File: config.mk
export PLATFORM = sky130hd
export DESIGN_NAME = mac_wb_arbiter
export DESIGN_NICKNAME = d
export VERILOG_FILES = /design/src/rtl/mac_wb_pkg.sv /design/src/rtl/mac_wb_watchdog.sv /design/src/rtl/mac_wb_arbiter.sv
export SDC_FILE = /design/constraint.sdc
export NUM_CORES = 1
export LEC_CHECK = 0
export BUFFER_PORTS_ARGS = -buffer_cell sky130_fd_sc_hd__buf_2
export CAP_MARGIN = 5
export CORE_AREA = 2 2 90 92
export DETAILED_ROUTE_END_ITERATION = 10
export DIE_AREA = 0 0 92 94
export SETUP_SLACK_MARGIN = 0.1
export SLEW_MARGIN = 20
export SYNTH_ARGS = -nofsm -noshare
export SYNTH_HDL_FRONTEND = slang
export SYNTH_SLANG_ARGS = --single-unit
File: constraint.sdc
create_clock -name wb_clk_i -period 4.01 [get_ports wb_clk_i]
set_input_delay 0.802 -clock wb_clk_i [delete_from_list [all_inputs] [get_ports wb_clk_i]]
set_output_delay 0.802 -clock wb_clk_i [all_outputs]
set_load 0.03 [all_outputs]
File: src/rtl/mac_wb_pkg.sv
// Shared types and defaults for the MAC register-bus Wishbone arbiter.
package mac_wb_pkg;

    localparam int MAC_REG_ADDR_W = 8;
    localparam int DEFAULT_ADDR_W = MAC_REG_ADDR_W;
    localparam int DEFAULT_DATA_W = 32;

    typedef enum logic [1:0] {
        IDLE = 2'd0,
        OWN0 = 2'd1,
        OWN1 = 2'd2
    } arb_state_e;

endpackage

File: src/rtl/mac_wb_watchdog.sv
// Strobe watchdog: counts unacknowledged strobe cycles and flags err_now for one
// cycle when the count reaches TIMEOUT. TIMEOUT of 0 disables it.
module mac_wb_watchdog #(
    parameter int TIMEOUT = 255
) (
    input  logic clk,
    input  logic rst,
    input  logic stb,
    input  logic ack,
    output logic err_now
);

    localparam int CNT_W = (TIMEOUT > 0) ? $clog2(TIMEOUT + 1) : 1;
    localparam logic [CNT_W-1:0] LIMIT = CNT_W'(TIMEOUT);

    logic [CNT_W-1:0] cnt;

    // An ack in the limit cycle wins over the timeout.
    assign err_now = (TIMEOUT != 0) && (cnt == LIMIT) && !ack;

    // NOTE: sequential state uses non-blocking assignments only, so every
    // register samples the pre-edge values regardless of statement order.
    always_ff @(posedge clk or posedge rst) begin
        if (rst) begin
            cnt <= '0;
        end else if (TIMEOUT == 0 || ack || !stb || err_now) begin
            cnt <= '0;
        end else begin
            cnt <= cnt + 1'b1;
        end
    end

endmodule

File: src/rtl/mac_wb_arbiter.sv
// Two-master round-robin Wishbone arbiter in front of the 10G MAC register slave;
// a bus cycle stays with its owner until that owner drops cyc.
module mac_wb_arbiter
    import mac_wb_pkg::*;
#(
    parameter int ADDR_W  = DEFAULT_ADDR_W,
    parameter int DATA_W  = DEFAULT_DATA_W,
    parameter int TIMEOUT = 255
) (
    input  logic              wb_clk_i,
    input  logic              wb_rst_i,
    input  logic              m0_cyc_i,
    input  logic              m0_stb_i,
    input  logic              m0_we_i,
    input  logic [ADDR_W-1:0] m0_adr_i,
    input  logic [DATA_W-1:0] m0_dat_i,
    output logic              m0_ack_o,
    output logic              m0_err_o,
    output logic [DATA_W-1:0] m0_dat_o,
    output logic              m0_int_o,
    input  logic              m1_cyc_i,
    input  logic              m1_stb_i,
    input  logic              m1_we_i,
    input  logic [ADDR_W-1:0] m1_adr_i,
    input  logic [DATA_W-1:0] m1_dat_i,
    output logic              m1_ack_o,
    output logic              m1_err_o,
    output logic [DATA_W-1:0] m1_dat_o,
    output logic              wb_cyc_o,
    output logic              wb_stb_o,
    output logic              wb_we_o,
    output logic [ADDR_W-1:0] wb_adr_o,
    output logic [DATA_W-1:0] wb_dat_o,
    input  logic              wb_ack_i,
    input  logic [DATA_W-1:0] wb_dat_i,
    input  logic              wb_int_i
);

    arb_state_e state;
    logic       last_grant;
    logic       err_now;
    logic       wd_stb;

    // The host owns MAC interrupts; pass through even during reset.
    assign m0_int_o = wb_int_i;

    // An abandoned strobe (cyc dropped) must not keep the watchdog running.
    assign wd_stb = wb_cyc_o & wb_stb_o;

    mac_wb_watchdog #(
        .TIMEOUT (TIMEOUT)
    ) u_watchdog (
        .clk     (wb_clk_i),
        .rst     (wb_rst_i),
        .stb     (wd_stb),
        .ack     (wb_ack_i),
        .err_now (err_now)
    );

    always_ff @(posedge wb_clk_i or posedge wb_rst_i) begin
        if (wb_rst_i) begin
            state      <= IDLE;
            last_grant <= 1'b1;
        end else begin
            unique case (state)
                IDLE: begin
                    // On a tie the master that was not granted last wins.
                    if (m0_cyc_i && (!m1_cyc_i || last_grant)) begin
                        state      <= OWN0;
                        last_grant <= 1'b0;
                    end else if (m1_cyc_i) begin
                        state      <= OWN1;
                        last_grant <= 1'b1;
                    end
                end
                OWN0:    if (!m0_cyc_i) state <= IDLE;
                OWN1:    if (!m1_cyc_i) state <= IDLE;
                default: state <= IDLE;
            endcase
        end
    end

    // NOTE: every output gets a default before the case, so no path through
    // this block can leave a value unassigned and infer a latch.
    always_comb begin
        wb_cyc_o = 1'b0;
        wb_stb_o = 1'b0;
        wb_we_o  = 1'b0;
        wb_adr_o = '0;
        wb_dat_o = '0;
        m0_ack_o = 1'b0;
        m0_err_o = 1'b0;
        m0_dat_o = '0;
        m1_ack_o = 1'b0;
        m1_err_o = 1'b0;
        m1_dat_o = '0;
        unique case (state)
            OWN0: begin
                wb_cyc_o = m0_cyc_i;
                wb_stb_o = m0_stb_i & ~err_now;
                wb_we_o  = m0_we_i;
                wb_adr_o = m0_adr_i;
                wb_dat_o = m0_dat_i;
                m0_ack_o = wb_ack_i & m0_stb_i;
                m0_err_o = err_now;
                m0_dat_o = (wb_ack_i & m0_stb_i) ? wb_dat_i : '0;
            end
            OWN1: begin
                wb_cyc_o = m1_cyc_i;
                wb_stb_o = m1_stb_i & ~err_now;
                wb_we_o  = m1_we_i;
                wb_adr_o = m1_adr_i;
                wb_dat_o = m1_dat_i;
                m1_ack_o = wb_ack_i & m1_stb_i;
                m1_err_o = err_now;
                m1_dat_o = (wb_ack_i & m1_stb_i) ? wb_dat_i : '0;
            end
            default: ;
        endcase
    end

endmodule

# == Yosys cells after proc, flatten, opt, wreduce, memory -nomap -nowiden ==
# Index checks and enable logic that the tools add are counted.
# word_totals
register_bits,11
elab_cells,49
# classes
addsub,1
n_eq_ne,6
n_mux,21
bitwise_logic,6
n_reduce_logical,12
# ops
op,count
2-to-1 mux 32 bit,4
one-hot mux 32 bit (2 select lines),1
one-hot mux 8 bit (2 select lines),1
"adder 8 x 1 -> 8 bit, second input constant",1
"equality test 8 bit, second input constant",1
2-to-1 mux 2 bit,4
2-to-1 mux 8 bit,1
2-to-1 mux 1 bit,6
one-hot mux 1 bit (2 select lines),3
one-hot mux 2 bit (3 select lines),1
AND 1 bit,5
"inequality test 2 bit, second input constant",2
zero test 1 bit,3
logical OR 1 bit,3
"inequality test 3 bit, second input constant",1
AND reduction 3 bit,1
"equality test 2 x 1 -> 1 bit, second input constant",1
"equality test 2 bit, second input constant",1
logical AND 1 bit,2
zero test 2 bit,1
AND reduction 2 bit,1
nonzero test 2 bit,1
inverter 1 bit,1

# == Longest topological paths before layout ==
# Gate-level depths: netlist of the first run.
# logic_depth
word_depth,10
depth_mapped,6
ltp_nobuf,5

# == Modules after synthesis ==
# From an unflattened synthesis of the first run, not the netlist that was laid out.
# unflattened
hier_cells,240
area_unflattened_um2,1765.4
# modules_own_cells
module,n_inst,cells_per_inst,area_each_um2,seq_area_each_um2
mac_wb_arbiter,1,198,1370.1,76.3
mac_wb_watchdog,1,42,395.4,200.2

# == Least setup slack after synthesis of the first run ==
# Ideal clock, no wire load.
# synth_timing
path_kind,input -> output
from,input m0_stb_i
to,output m0_dat_o[22]
arrival_time_ps,1809
required_time_ps,3208
slack_ps,1399
path_stages,3
n_path_buf,1
cell_sequence,and3_1 -> clkbuf_1 -> and2_1
# synth_via
elab_chain_len,3
# synth_lines
item,line,text
start: declaration,mac_wb_arbiter.sv:13,"input logic m0_stb_i,"
AND 1 bit,mac_wb_arbiter.sv:106,m0_dat_o = (wb_ack_i & m0_stb_i) ? wb_dat_i : '0;
2-to-1 mux 32 bit,mac_wb_arbiter.sv:106,
2-to-1 mux 32 bit,mac_wb_arbiter.sv:97,unique case (state)
end: declaration,mac_wb_arbiter.sv:19,"output logic [DATA_W-1:0] m0_dat_o,"
# No other way between the ends.

# == Final worst setup path of the first run ==
# layout_timing
from,register state[1]
to,output m0_dat_o[23]
# layout_via
elab_chain_len,2
# layout_lines
item,line,text
start: declaration,mac_wb_arbiter.sv:39,arb_state_e state;
start signal: assignment,mac_wb_arbiter.sv:62,state <= IDLE;
start signal: assignment,mac_wb_arbiter.sv:69,state <= OWN0;
start signal: assignment,mac_wb_arbiter.sv:72,state <= OWN1;
equality test 2 x 1 -> 1 bit,mac_wb_arbiter.sv:97,
2-to-1 mux 32 bit,mac_wb_arbiter.sv:97,
# No other way between the ends.

==> flow_summary_export.csv, run 1 <==
group,metric,value,unit
run_status,outcome,"completed",
cts,cts_sinks,11,
synthesis,synth_xor_area_frac,0.01546,
pwr,p_per_area,473.2,nW/um2
finish,nFillCells,822,
placement,gp_routability_congestion,0.7013,
synthesis,yosys_warnings,0,
cts,ctsLongestPathBuffers,2,
placement,dp_slack,1.097,ns
finish,multiInputGateArea,1314,um2
timing,fin_ws,1.124,ns
cts,cts_hold_buf,0,
worst_setup_path,cpPeakStageDelay,0.72,ns
finish,register_area,276.5,um2
synthesis,avgSynthCellArea,7.292,um2
die,rows,32,
drt,first_iter_violations,69,
grt,antenna_found_initial,1,
synthesis,async_flop_share,1.000,
worst_setup_path,crit_path_max_fanout,33,
finish,drive_gt1_frac,0.5469,
pwr,vdd_drop_max,368.5,uV
synthesis,synth_top_family_by_area,"simple AND/OR/NAND/NOR gates",
grt,grt_max_degree,45,
synthesis,yosysSeqAreaShare,0.1627,
drt,vias_per_cell,4.475,
synthesis,synthAdderAreaFrac,0.02946,
job,timing.max_cap.violations,0,
synthesis,synth_area,1699,um2
placement,dp_hpwl,6132,um
finish,final_area,2960,um2
synthesis,ys.flop_type,"dfrtp_1",
worst_setup_path,critPathLaunch,"state[1]$_DFFE_PP0P_",
grt,track_usage,0.1523,
finish,nNetsFinal,575,
cts,cts_htree_levels,1,
timing,fin_skew,0.003087,ns
worst_setup_path,arrival,2.08,ns
grt,grt_overflow,0,
synthesis,synth_edf_count,0,
timing,period_share,0.7196,
die,dieHeight,94,um
synthesis,synthTopCellsByArea,"and2_1, a22oi_1, nor2b_1",
synthesis,yosysTopAreaCellShare,0.2504,
worst_setup_path,critical_path_class,"flip-flop to output pin",
synthesis,synth_top_cell_by_area,"and2_1",
finish,final_core_util,0.3891,
cts,root_buffer,"clkbuf_8",
timing,hold_viol,0,
placement,dpl_cell_area,2909,um2
timing,setup_viol,0,
timing,min_period,2.886,ns
worst_setup_path,crit_family,"simple AND/OR/NAND/NOR gates",
timing,fmax,346.5,MHz
die,io_pins,234,
worst_setup_path,cp-end-kind,"output pin",
synthesis,synth-seq-cells,11,
timing,slew_headroom,0.4304,
pwr,total_power,1401,uW
die,die-width,92,um
synthesis,synth_fp_nets,359,
drt,drc,0,
worst_setup_path,cp-start-kind,"flip-flop",
cts,clock_latency,0.24,ns
timing,final-max-slew-violation-count,0,
grt,grt_pass1_wl,10960,um
synthesis,synth_compound_area_frac,0.2401,
synthesis,yosys.cell_types.count,35,
worst_setup_path,path_cells,"inv_1, ha_1, and3_1, and2_1, buf_2",
timing,fin_tns_setup,0,ns
min_path,hp-class,"flip-flop to flip-flop",
drt,avgRoutedWirePerCell,13.60,um
cts,cts_tree,"done",
synthesis,synth_mux_area_frac,0.006627,
placement,io_buffers,231,
drt,ant_nets,0,
worst_setup_path,cp.required,3.21,ns
worst_setup_path,path_buf_inv,2,
synthesis,syn_inst,233,
drt,dr_total_vias,2466,
timing,tightest_slew,0.8545,ns
pwr,power.leakage,0.001707,uW
synthesis,synth-simple-area-share,0.4801,
worst_setup_path,rr_startpoint,"state[1]$_DFFE_PP0P_",
cts,post_cts.repair.setup_buffers,0,
min_path,min_from,"u_watchdog.cnt[0]$_DFF_PP0_",
cts,cts.clk_slew.worst_paths,0.05,ns
die,die-area,8648,um2
finish,area_growth,74.23,%
worst_setup_path,cpMaxStageDelayCell,"and3_1",
die,initial_utilization,0.2234,
timing,grt_setup_unrepaired,"no",
die,coreArea,7607,um2
cts,numCtsBuffers,3,
cts,cts-resized-gates,0,
grt,grt_pass1_vias,2170,
drt,wirelength,7491,um
drt,drt_first_pass_iters,4,
## per-stage QoR
stage | hold slack [ns] | instances
after detailed placement | 0.5231 | 546
after floorplan | 0.4863 | 233
final | 0.5229 | 551
after global placement | 0.5126 | 546
after CTS | 0.5306 | 550
after global routing | 0.5654 | 551
## registers in the layout, indices dropped and copies added (netlist names)
register	count
last_grant	1
u_watchdog.cnt	8
state	2
## final cells by class
class	instances	share of cell area
antenna	1	0.0008453
clock buffer	3	0.01395
clock inverter	1	0.001691
inverter	6	0.007608
multi-input combinational	194	0.4438
sequential	11	0.09341
tap	102	0.04311
timing repair buffer	233	0.3956
## cells in the final DEF (no fill, tap or decap), drive strengths merged, types with 2 or more instances in the layout
cell type and n:
dfrtp 10, and2 68, nor2b 41, nand2 3
nand3 3, ha 4, a22o 2, a21oi 5
or3 2, a22oi 41, and3 2, buf 233
o21ai 2, xor2 2, nor3 5, inv 6
clkbuf 3
## routing by layer
layer	vias up	wire, um	global-route usage
li1	1238	-	-
met1	1103	3075	0.2008
met2	119	3816	0.2623
met3	6	547	0.02167
met4	0	51	0.03731
met5	-	0	0
## cells by family (layout without fill, tap and decap cells)
group	Yosys count	after routing
fa+ha+maj	4	4
mux	1	1
xor+xnor	3	3
other cells	0	1
buf+inv	28	243
simple gates	130	130
flops	11	11
compound gates	56	56
## path summary, 6_finish.rpt
check,to,slack (ns),cells past startpoint
setup / recovery,m0_dat_o[23],1.12,5
hold / removal,u_watchdog.cnt[0]$_DFF_PP0_,0.52,1
setup reg to reg,u_watchdog.cnt[4]$_DFF_PP0_,1.97,6
hold reg to reg,u_watchdog.cnt[0]$_DFF_PP0_,0.52,1
max in group asynchronous,last_grant$_DFFE_PP1P_,3.12,2
min in group asynchronous,u_watchdog.cnt[3]$_DFF_PP0_,0.56,2
## power breakdown
part	internal [uW]	switching, uW
clock network	68.5	45.3
registers	129	11.2
logic	406	741
total	604	797
## worst register-to-register path, stage by stage, from the launching register on
cell and delay [ns]:
dfrtp_1 0.40, inv_1 0.11, ha_1 0.18, buf_4 0.40
a22o_1 0.34, nand4b_2 0.28, nor3_1 0.25
## synthesized netlist by cell type (2+ instances only)
cell / n
and2_1: 68
a22oi_1: 41
nor2b_1: 41
clkbuf_1: 19
dfrtp_1: 10
inv_1: 6
nor3_1: 5
a21oi_1: 4
ha_1: 4
nand2_1: 3
nand3_1: 3
a22o_1: 2
and3_1: 2
buf_2: 2
o21ai_0: 2
xor2_1: 2
Note: power is estimated with default switching activity, not from simulation.
==> run 2: changes to the inputs <==
--- a/config.mk
+++ b/config.mk
@@ -7,9 +7,9 @@
 export LEC_CHECK = 0
 export BUFFER_PORTS_ARGS = -buffer_cell sky130_fd_sc_hd__buf_2
 export CAP_MARGIN = 5
-export CORE_AREA = 2 2 90 92
+export CORE_AREA = 2 2 91 93
 export DETAILED_ROUTE_END_ITERATION = 10
-export DIE_AREA = 0 0 92 94
+export DIE_AREA = 0 0 93 95
 export SETUP_SLACK_MARGIN = 0.1
 export SLEW_MARGIN = 20
 export SYNTH_ARGS = -nofsm -noshare
==> constraint.sdc (replaced) <==
create_clock -name wb_clk_i -period 2.6 [get_ports wb_clk_i]
set_input_delay 0.52 -clock wb_clk_i [delete_from_list [all_inputs] [get_ports wb_clk_i]]
set_output_delay 0.52 -clock wb_clk_i [all_outputs]
set_load 0.03 [all_outputs]
==> flow_summary_export.csv, run 2 (synthesized netlist as in run 1, its figures left out) <==
group,metric,value,unit
drt,drt_first_pass_iters,4,
placement,dpl_cell_area,2955,um2
drt,drc,0,
pwr,p_per_area,723.3,nW/um2
drt,first_iter_violations,64,
job,timing.max_cap.violations,0,
die,coreArea,7928,um2
timing,final-max-slew-violation-count,0,
finish,final_common_cell,"buf_2",
die,initial_utilization,0.2143,
cts,cts_htree_levels,1,
drt,avgRoutedWirePerCell,12.54,um
finish,top_regs,"u_watchdog.cnt: 8 flops, state: 2 flops, last_grant: 1 flops",
cts,clock_latency,0.24,ns
min_path,hp-class,"input port to async pin",
drt,wirelength,6985,um
grt,track_usage,0.1330,
worst_setup_path,r2r_setup_slack,0.77,ns
grt,grt_overflow,0,
worst_setup_path,reg2reg_depth,6,
cts,cts_sinks,11,
die,rows,33,
pwr,vdd_drop_max,537.5,uV
cts,root_buffer,"clkbuf_8",
grt,grt_pass1_wl,9784,um
cts,numCtsBuffers,3,
worst_setup_path,cp.required,2.08,ns
placement,gp_routability_congestion,0.7464,
worst_setup_path,r2r_end,"u_watchdog.cnt[5]$_DFF_PP0_",
cts,cts-resized-gates,0,
worst_setup_path,crit_path_max_fanout,43,
die,io_pins,234,
placement,dp_hpwl,5732,um
timing,fin_tns_setup,0,ns
cts,cts_hold_buf,0,
die,dieHeight,95,um
finish,final_area,3002,um2
timing,hold_viol,0,
finish,area_growth,76.66,%
drt,ant_nets,0,
placement,dp_slack,0.5064,ns
finish,most-common-layout-cells,"buf_2, and2_1, a22oi_1, nor2b_1, dfrtp_1",
worst_setup_path,cp-start-kind,"flip-flop",
cts,cts.clk_slew.worst_paths,0.05,ns
timing,fmax,424.9,MHz
die,die-area,8835,um2
pwr,total_power,2171,uW
timing,setup_viol,0,
cts,ctsLongestPathBuffers,2,
placement,io_buffers,231,
grt,grt_pass1_vias,1989,
timing,fin_ws,0.2468,ns
worst_setup_path,cp-end-kind,"output pin",
grt,grt_max_degree,45,
finish,drive_gt1_frac,0.5487,
timing,min_period,2.353,ns
run_status,outcome,"completed",
finish,diodes,0,
finish,largest_reg_flops,8,
die,die-width,93,um
timing,tightest_slew,0.6622,ns
grt,antenna_found_initial,1,
timing,slew_headroom,0.5551,
worst_setup_path,critical_path_class,"flip-flop to output pin",
timing,fin_skew,0.004288,ns
finish,nNetsFinal,579,
worst_setup_path,rr_startpoint,"state[0]$_DFFE_PP0P_",
drt,dr_total_vias,2462,
cts,cts_tree,"done",
timing,period_share,0.9051,
worst_setup_path,arrival,1.83,ns
timing,grt_setup_unrepaired,"no",
pwr,power.leakage,0.001733,uW
cts,post_cts.repair.setup_buffers,0,
timing,fin_hold_ws,0.2773,ns
finish,largest_register,"u_watchdog.cnt",
drt,vias_per_cell,4.420,
[run 2: cell count changes in the layout (fill, tap and decap cells not counted), sizes merged]
cell	change
buf	+4
diode	-1
[run 2: power breakdown]
| part | switching (uW) | internal, uW | leakage, uW |
|---|---|---|---|
| Combinational | 1130 | 652 | 0.00156 |
| Sequential | 19.2 | 200 | 0.000148 |
| Clock | 64.3 | 105 | 0.0000255 |
| Total | 1210 | 957 | 0.00173 |
[run 2: worst max path at each step]
stage / startpoint / endpoint / slack, ns
CTS: state[0]$_DFFE_PP0P_ / wb_cyc_o / 0.24
finish: state[0]$_DFFE_PP0P_ / wb_cyc_o / 0.25
detailed placement: state[0]$_DFFE_PP0P_ / wb_cyc_o / 0.51
floorplan: state[0]$_DFFE_PP0P_ / m1_dat_o[22] / 0.33
global route: state[0]$_DFFE_PP0P_ / wb_cyc_o / 0.13
global placement: state[0]$_DFFE_PP0P_ / wb_cyc_o / 0.54
[run 2: worst max-delay path, stage by stage (launching register included)]
cell	delay, ns
dfrtp_1	0.38
inv_1	0.11
ha_1	0.25
buf_12	0.23
a22o_1	0.28
and2_1	0.15
buf_2	0.20
[run 2: cell type report]
class,instances,area (um2)
inverter,6,22.52
sequential,11,276.5
clock buffer,3,41.29
multi-input combinational,194,1311
fill,835,4926
tap,105,131.4
clock inverter,1,5.005
timing repair buffer,237,1214
[run 2: per-layer routing]
metal  GRT usage  share of wire  up-vias  wire length, um
met5           0         0.0016        -               11
met4     0.01716         0.0063        2               44
met3     0.02314          0.080        6              557
met2      0.2301           0.49      115             3456
met1      0.1782           0.42     1098             2916
li1            -              -     1241                -
[run 2: per-stage QoR]
stage	instances	utilization
detailed placement	553	0.3728
CTS	557	0.3786
floorplan	233	-
finish	557	0.3786
global placement	553	0.3728
global route	557	0.3786
